--- config.mk ---
export PLATFORM = sky130hd
export DESIGN_NAME = branch_predict_unit
export DESIGN_NICKNAME = d
export VERILOG_FILES = /design/src/rtl/branch_predict_unit_pkg.sv /design/src/rtl/branch_predict_unit_btb_array.sv /design/src/rtl/branch_predict_unit.sv
export SDC_FILE = /design/constraint.sdc
export NUM_CORES = 1
export LEC_CHECK = 0
export BUFFER_PORTS_ARGS = -buffer_cell sky130_fd_sc_hd__buf_2
export CAP_MARGIN = 10
export CORE_MARGIN = 2
export CORE_UTILIZATION = 61
export DETAILED_ROUTE_END_ITERATION = 10
export MAX_ROUTING_LAYER = met4
export PLACE_DENSITY_LB_ADDON = 0.25
export SYNTH_ARGS = -nofsm -noshare
export SYNTH_HDL_FRONTEND = slang
export SYNTH_SLANG_ARGS = --single-unit
--- constraint.sdc ---
create_clock -name clk_i -period 6.27 [get_ports clk_i]
set_input_delay 0.3135 -clock clk_i [delete_from_list [all_inputs] [get_ports clk_i]]
set_output_delay 0.3135 -clock clk_i [all_outputs]
set_load 0.02 [all_outputs]
--- src/rtl/branch_predict_unit_pkg.sv ---
// Shared types for the fetch-side branch predictor: BTB entry layout,
// 2-bit direction counter encoding and the redirect/flush control types.
package branch_predict_unit_pkg;

  localparam int WORD      = 32;
  // Widest tag the BTB can need (BTB_ENTRIES = 2 leaves WORD-2 tag bits).
  localparam int TAG_MAX_W = WORD - 2;

  typedef enum logic [1:0] {
    STRONG_NT = 2'b00,
    WEAK_NT   = 2'b01,
    WEAK_T    = 2'b10,
    STRONG_T  = 2'b11
  } bp_counter;

  localparam bp_counter BP_CTR_RESET = WEAK_NT;
  localparam bp_counter BP_CTR_ALLOC = WEAK_T;

  typedef struct packed {
    logic                 valid;
    logic [TAG_MAX_W-1:0] tag;
    logic [WORD-1:0]      target;
    bp_counter            ctr;
  } btb_entry;

  typedef enum logic {
    NO_TAKE_BRANCH = 1'b0,
    TAKE_BRANCH    = 1'b1
  } take_branch_ctrl_sig;

  typedef enum logic {
    NO_FLUSH = 1'b0,
    FLUSH    = 1'b1
  } flush_pipeline_sig;

endpackage

--- src/rtl/branch_predict_unit_btb_array.sv ---
// Direct-mapped BTB storage: combinational lookup port plus one training
// port with whole-array invalidate and saturating direction counters.
module branch_predict_unit_btb_array
  import branch_predict_unit_pkg::*;
#(
  parameter  int BTB_ENTRIES = 16,
  localparam int INDEX_BITS  = $clog2(BTB_ENTRIES),
  localparam int TAG_W       = WORD - 1 - INDEX_BITS
) (
  input  logic                  clk_i,
  input  logic                  reset_i,
  input  logic [INDEX_BITS-1:0] rd_index_i,
  output btb_entry              rd_entry_o,
  input  logic                  upd_valid_i,
  input  logic [INDEX_BITS-1:0] upd_index_i,
  input  logic [TAG_W-1:0]      upd_tag_i,
  input  logic                  upd_taken_i,
  input  logic [WORD-1:0]       upd_target_i,
  input  logic                  invalidate_i
);

  logic [BTB_ENTRIES-1:0] valid_q, valid_d;
  bp_counter              ctr_q [BTB_ENTRIES];
  bp_counter              ctr_d [BTB_ENTRIES];
  logic [TAG_W-1:0]       tag_q [BTB_ENTRIES];
  logic [WORD-1:0]        target_q [BTB_ENTRIES];
  logic                   upd_hit;
  logic                   tt_we;

  function automatic bp_counter ctr_step(input bp_counter c, input logic taken);
    if (taken) return (c == STRONG_T)  ? STRONG_T  : bp_counter'(c + 2'd1);
    else       return (c == STRONG_NT) ? STRONG_NT : bp_counter'(c - 2'd1);
  endfunction

  always_comb begin
    rd_entry_o        = '0;
    rd_entry_o.valid  = valid_q[rd_index_i];
    rd_entry_o.tag    = TAG_MAX_W'(tag_q[rd_index_i]);
    rd_entry_o.target = target_q[rd_index_i];
    rd_entry_o.ctr    = ctr_q[rd_index_i];
  end

  assign upd_hit = valid_q[upd_index_i] && (tag_q[upd_index_i] == upd_tag_i);
  // Taken training writes tag/target both on a hit and on an allocation.
  assign tt_we   = upd_valid_i & ~invalidate_i & upd_taken_i;

  always_comb begin
    valid_d = valid_q;
    ctr_d   = ctr_q;
    if (invalidate_i) begin
      valid_d = '0;
    end else if (upd_valid_i) begin
      if (upd_hit) begin
        ctr_d[upd_index_i] = ctr_step(ctr_q[upd_index_i], upd_taken_i);
      end else if (upd_taken_i) begin
        valid_d[upd_index_i] = 1'b1;
        ctr_d[upd_index_i]   = BP_CTR_ALLOC;
      end
    end
  end

  always_ff @(posedge clk_i or negedge reset_i) begin
    if (!reset_i) begin
      valid_q <= '0;
      for (int i = 0; i < BTB_ENTRIES; i++) ctr_q[i] <= BP_CTR_RESET;
    end else begin
      valid_q <= valid_d;
      ctr_q   <= ctr_d;
    end
  end

  always_ff @(posedge clk_i) begin
    if (tt_we) begin
      tag_q[upd_index_i]    <= upd_tag_i;
      target_q[upd_index_i] <= upd_target_i;
    end
  end

endmodule

--- src/rtl/branch_predict_unit.sv ---
// Fetch-side branch predictor: BTB lookup for fetch, mispredict detection on
// resolved branches, one-cycle registered redirect/flush and statistics.
module branch_predict_unit
  import branch_predict_unit_pkg::*;
#(
  parameter int BTB_ENTRIES = 16,
  parameter int CNT_W       = 16
) (
  input  logic                clk_i,
  input  logic                reset_i,
  input  logic                fetch_valid_i,
  input  logic [WORD-1:0]     fetch_pc_i,
  output logic                predict_taken_o,
  output logic [WORD-1:0]     predict_target_o,
  input  logic                resolve_valid_i,
  input  logic [WORD-1:0]     resolve_pc_i,
  input  logic                resolve_taken_i,
  input  logic [WORD-1:0]     resolve_target_i,
  input  logic [WORD-1:0]     resolve_next_pc_i,
  input  logic                resolve_pred_taken_i,
  input  logic [WORD-1:0]     resolve_pred_target_i,
  input  logic                invalidate_i,
  output take_branch_ctrl_sig redirect_o,
  output logic [WORD-1:0]     redirect_pc_o,
  output flush_pipeline_sig   flush_pipeline_o,
  output logic [CNT_W-1:0]    branch_count_o,
  output logic [CNT_W-1:0]    mispredict_count_o
);

  localparam int INDEX_BITS = $clog2(BTB_ENTRIES);
  localparam int TAG_W      = WORD - 1 - INDEX_BITS;

  btb_entry            rd_entry;
  logic                fetch_hit;
  logic                accept;
  logic                mispredict;
  take_branch_ctrl_sig redirect_q, redirect_d;
  logic [WORD-1:0]     redirect_pc_q, redirect_pc_d;
  logic [CNT_W-1:0]    branch_count_q, branch_count_d;
  logic [CNT_W-1:0]    mispredict_count_q, mispredict_count_d;
  logic                unused_pc_lsb;

  function automatic logic [CNT_W-1:0] sat_inc(input logic [CNT_W-1:0] c);
    return (&c) ? c : c + CNT_W'(1);
  endfunction

  // PCs are halfword aligned, so bit 0 never participates in index or tag.
  assign unused_pc_lsb = fetch_pc_i[0] ^ resolve_pc_i[0];

  branch_predict_unit_btb_array #(
    .BTB_ENTRIES (BTB_ENTRIES)
  ) u_btb (
    .clk_i        (clk_i),
    .reset_i      (reset_i),
    .rd_index_i   (fetch_pc_i[INDEX_BITS:1]),
    .rd_entry_o   (rd_entry),
    .upd_valid_i  (accept),
    .upd_index_i  (resolve_pc_i[INDEX_BITS:1]),
    .upd_tag_i    (resolve_pc_i[WORD-1:INDEX_BITS+1]),
    .upd_taken_i  (resolve_taken_i),
    .upd_target_i (resolve_target_i),
    .invalidate_i (invalidate_i)
  );

  assign fetch_hit = rd_entry.valid &&
                     (rd_entry.tag == TAG_MAX_W'(fetch_pc_i[WORD-1:INDEX_BITS+1]));

  always_comb begin
    predict_taken_o  = fetch_valid_i & fetch_hit &
                       ((rd_entry.ctr == WEAK_T) || (rd_entry.ctr == STRONG_T));
    predict_target_o = fetch_hit ? rd_entry.target : '0;
  end

  // A resolve arriving while the redirect is out is on the wrong path.
  assign accept     = resolve_valid_i & (redirect_q == NO_TAKE_BRANCH);
  assign mispredict = (resolve_taken_i != resolve_pred_taken_i) |
                      (resolve_taken_i & (resolve_target_i != resolve_pred_target_i));

  always_comb begin
    redirect_d         = NO_TAKE_BRANCH;
    redirect_pc_d      = '0;
    branch_count_d     = branch_count_q;
    mispredict_count_d = mispredict_count_q;
    if (accept) begin
      branch_count_d = sat_inc(branch_count_q);
      if (mispredict) begin
        redirect_d         = TAKE_BRANCH;
        redirect_pc_d      = resolve_taken_i ? resolve_target_i : resolve_next_pc_i;
        mispredict_count_d = sat_inc(mispredict_count_q);
      end
    end
  end

  always_ff @(posedge clk_i or negedge reset_i) begin
    if (!reset_i) begin
      redirect_q         <= NO_TAKE_BRANCH;
      redirect_pc_q      <= '0;
      branch_count_q     <= '0;
      mispredict_count_q <= '0;
    end else begin
      redirect_q         <= redirect_d;
      redirect_pc_q      <= redirect_pc_d;
      branch_count_q     <= branch_count_d;
      mispredict_count_q <= mispredict_count_d;
    end
  end

  assign redirect_o         = redirect_q;
  assign redirect_pc_o      = redirect_pc_q;
  assign flush_pipeline_o   = (redirect_q == TAKE_BRANCH) ? FLUSH : NO_FLUSH;
  assign branch_count_o     = branch_count_q;
  assign mispredict_count_o = mispredict_count_q;

endmodule

==> summary by stage <==
Cells and area
The finished cells cover 52600 µm². The share of post-route cells with drive strength above 1 is 0.339. Once layout is complete, the utilization of the core stands at 0.697. Relative to the synthesized area, the layout overhead comes to 13.6%.

The final-layout fill cell count is 4642. The final layout contains 2887 nets.

Floorplanning
In this run the core area contains 101 standard-cell rows. The area of the core is 75600 µm². The number of primary I/O pins is 266. The die is 280 µm wide.

The starting density of the core is 0.613. The die covers 78200 µm². The chip height is 280 µm.

Drt
The number of vias after detailed routing is 26500. After the first detailed-routing iteration, the DRC count stood at 3291. Using the TritonRoute via totals, the vias-per-cell ratio works out to 7.00. The final wirelength is 124 mm. The first-pass detailed-route iteration total is 7. In the routed design, unresolved DRC markers number 0. In this run the remaining antenna-violating nets after routing total 0. In the final routed layout, each cell accounts on average for 32.6 µm.

Worst hold path
The worst min-delay path category is in -> reg. The end point of the most critical hold path is u_btb.target_q[7][9]. In this run the most critical hold path is launched from resolve_target_i[9]. Counting instances, the worst hold path has a depth of 1.

Synth
Counting every net in the synthesized netlist gives 2570. The number of instances in the synthesized netlist is 2401. The most common cell in the netlist is sky130_fd_sc_hd__edfxtp_1. Of all flip-flops after synthesis, the portion carrying an async set or reset was 0.107. The synthesis-stage register bit count is 1057. The count of yosys warnings during synthesis is 0. After synthesis, the most frequently instantiated cells are sky130_fd_sc_hd__edfxtp_1 (944), sky130_fd_sc_hd__mux4_2 (387), sky130_fd_sc_hd__mux2i_1 (108), sky130_fd_sc_hd__dfrtp_1 (97), sky130_fd_sc_hd__nor2_1 (95). The number of flops mapped to enable cells by yosys is 944.

Among all flip-flop cells after synthesis, the most frequent one is sky130_fd_sc_hd__edfxtp_1. The sequential cell area fraction in the yosys report is 0.673. Ranked by total cell area, the synthesized netlist is headed by sky130_fd_sc_hd__edfxtp_1 (61%), sky130_fd_sc_hd__mux4_2 (19%), sky130_fd_sc_hd__dfrtp_1 (5.2%).

The mapped netlist covers 46300 µm². The synthesized area per cell is 19.3 µm². The area share of the largest cell type after synthesis is 0.612. The count of distinct cell types in the synthesized netlist is 66. sky130_fd_sc_hd__edfxtp_1 takes more of the synthesized area than any other cell.

Timing
The final worst clock skew is 33.4 ps. Setup repair after global routing left no endpoint under its margin. The highest attainable clock frequency is 0.214 GHz. The final worst-path cycle share is 0.745. After layout, the minimum clock period comes to 4670 ps. The worst pin sits at a relative slew slack of 0.249. The number of max-slew violations in the final report is 0.

The final worst slack is 1600 ps. Setup violations remaining at the end of the flow were counted as 0. The transition at the pin with the smallest max-transition slack is 1130 ps. The total negative slack is 0 ps. The number of failing hold endpoints at the final stage was 0.

Clock network
In this run the clock root is driven by a sky130_fd_sc_hd__clkbuf_16. The clock net sink count is 1057. The number of hold buffers added after CTS was 33. The CTS tree is built.

Buffers added to address setup during post-CTS repair amount to 0. The maximum level of the CTS H-tree is 3. Clock-pin slew was measured on the worst setup and hold paths at 60 ps. The latest clock arrival within the worst-skew pair is 680 ps.

In this run, post-CTS repair resized a total of 0 instances. The clock passes through at most 3 buffers. The total clock buffers created by CTS is 104.

Critical path
The startpoint class of the critical path is a primary input. The launch point of the worst reg-to-reg path is u_btb.tag_q[9][20]. The maximum net fanout on the critical path is 71. The critical path in this run is classified as in -> out.

The highest-delay cell along the critical path is sky130_fd_sc_hd__buf_4. The largest delay contributor family on the critical path is buffers and inverters. In this run the register-to-register setup slack is 2260 ps. Counting buffers and inverters, the worst setup path is 10 cells deep. The largest stage delay on the critical path is 620 ps.

The capturing point of the worst reg2reg path is u_btb.ctr_q[3]. STA puts the critical path data arrival time at 4360 ps. The depth of the most critical reg-to-reg path is 9.

Traced cell by cell, the critical path runs through buf_8 > buf_4 > mux4_2 > mux4_2 > xor2_1 > nor4_1 > nand4_1 > buf_4 > nor2b_1 > buf_2. Together, buffers and inverters on the worst path number 4. At the worst endpoint, the required time is 5960 ps. The kind of end point of the critical path is an output port.

Placement
The routability-driven placement congestion ratio is 0.988. Port buffering added 263 buffers. The sum of net half-perimeters after detailed placement is 71.2 mm. Before CTS, the worst setup slack after placement is 1320 ps.

The total placed instance area is 48800 µm².

GRT
The number of global-route vias before repair was 27600. Across every metal layer, demand over resource in global routing totals 0.331. Entering global routing, the biggest net connects 96 pins. The initial antenna violation count is 6. The wire length of the first global-routing pass is 181 mm. The total overflow reported by the global router is 0.

Pwr
The worst IR drop on VDD is 0.262 mV. Power comes to 0.0154 W. The cell leakage power is 18.0 nW. For this design the ratio of total power to cell area is 293 nW/µm².

Job
Max-cap violations in this run came to 0.

Run status
The run finished with clean final reports.
==> per-layer routing <==
layer | global-route usage | routed length [µm] | up-vias | share of wire
li1 | - | - | 10600 | -
met1 | 0.424 | 44100 | 13800 | 0.36
met2 | 0.541 | 63100 | 1777 | 0.51
met3 | 0.0540 | 11500 | 307 | 0.093
met4 | 0.131 | 4900 | 0 | 0.040
met5 | - | 0 | - | 0
==> report_power, final <==
| group | switching, W | internal [W] |
|---|---|---|
| combinational | 0.000747 | 0.000555 |
| clock | 0.00271 | 0.00354 |
| sequential | 0.0000869 | 0.00779 |
==> cells by family (layout without fill, tap and decap cells) <==
kind of cell    Yosys count  count (layout)  share of synthesized area
fa+ha+maj                 4               4                   0.000972
other cells               0               5                          0
buf+inv                 177             584                     0.0184
simple gates            329             329                     0.0361
compound gates          185             185                     0.0282
mux                     538             538                      0.222
xor+xnor                111             111                     0.0211
flops                  1057            1057                      0.673
==> through the flow <==
stage               hold WS [ps]  instances
floorplan                   17.9       2401
global placement             291       3557
detailed placement           306       3557
CTS                         2.95       3786
global route                25.0       3791
finish                      29.5       3791
==> worst reg2reg max path, stage by stage, from the launching register on <==
cell and delay, ps:
sky130_fd_sc_hd__edfxtp_1 400, sky130_fd_sc_hd__mux4_2 480, sky130_fd_sc_hd__mux2i_1 370, sky130_fd_sc_hd__nor2_1 120, sky130_fd_sc_hd__a2111oi_0 330, sky130_fd_sc_hd__nand4_1 250
sky130_fd_sc_hd__a211oi_1 580, sky130_fd_sc_hd__nand4_1 420, sky130_fd_sc_hd__nor3_2 770, sky130_fd_sc_hd__a2bb2oi_1 170
==> worst max path at each step <==
stage | end | startpoint
after CTS | predict_target_o[1] | fetch_pc_i[1]
after floorplan | u_btb.tag_q[4][0] | resolve_taken_i
final | predict_target_o[1] | fetch_pc_i[1]
after global routing | predict_target_o[1] | fetch_pc_i[1]
after detailed placement | u_btb.ctr_q[3] | resolve_pc_i[1]
after global placement | u_btb.ctr_q[11] | resolve_pc_i[1]
==> sequential cells by signal, indices dropped and copies added, names as in the netlist <==
name / flops
branch_count_o: 16
mispredict_count_o: 16
redirect_o: 1
redirect_pc_o: 32
u_btb.ctr_q: 32
u_btb.tag_q: 432
u_btb.target_q: 512
u_btb.valid_q: 16
==> area by class of cell <==
cell class / count / area [µm²] / share of cell area
multi-input combinational: 1167 / 14400 / 0.274
inverter: 30 / 113 / 0.00214
timing repair buffer: 358 / 2240 / 0.0426
antenna: 5 / 12.5 / 0.000238
clock buffer: 125 / 2730 / 0.0519
tap: 978 / 1220 / 0.0232
clock inverter: 71 / 716 / 0.0136
sequential: 1057 / 31200 / 0.593
==> placed cells by master (no fill, tap or decap), types with 30 or more instances in the layout <==
cell type                       netlist  routed
sky130_fd_sc_hd__nor2b_1             42      42
sky130_fd_sc_hd__dlygate4sd3_1        0      33
sky130_fd_sc_hd__edfxtp_1           944     944
sky130_fd_sc_hd__mux2i_1            108     108
sky130_fd_sc_hd__mux2_2              43      43
sky130_fd_sc_hd__buf_4               17      59
sky130_fd_sc_hd__nand2_1             48      48
sky130_fd_sc_hd__o22ai_1             36      36
sky130_fd_sc_hd__nand3_1             30      30
sky130_fd_sc_hd__dfrtp_1             97      97
sky130_fd_sc_hd__clkbuf_16            0     104
sky130_fd_sc_hd__xnor2_1             50      50
sky130_fd_sc_hd__mux4_2             387     387
sky130_fd_sc_hd__buf_2               21     255
sky130_fd_sc_hd__xor2_1              60      60
sky130_fd_sc_hd__nor2_1              95      80
sky130_fd_sc_hd__inv_1               30      30
No activity file was read; power rests on OpenSTA's default activity.
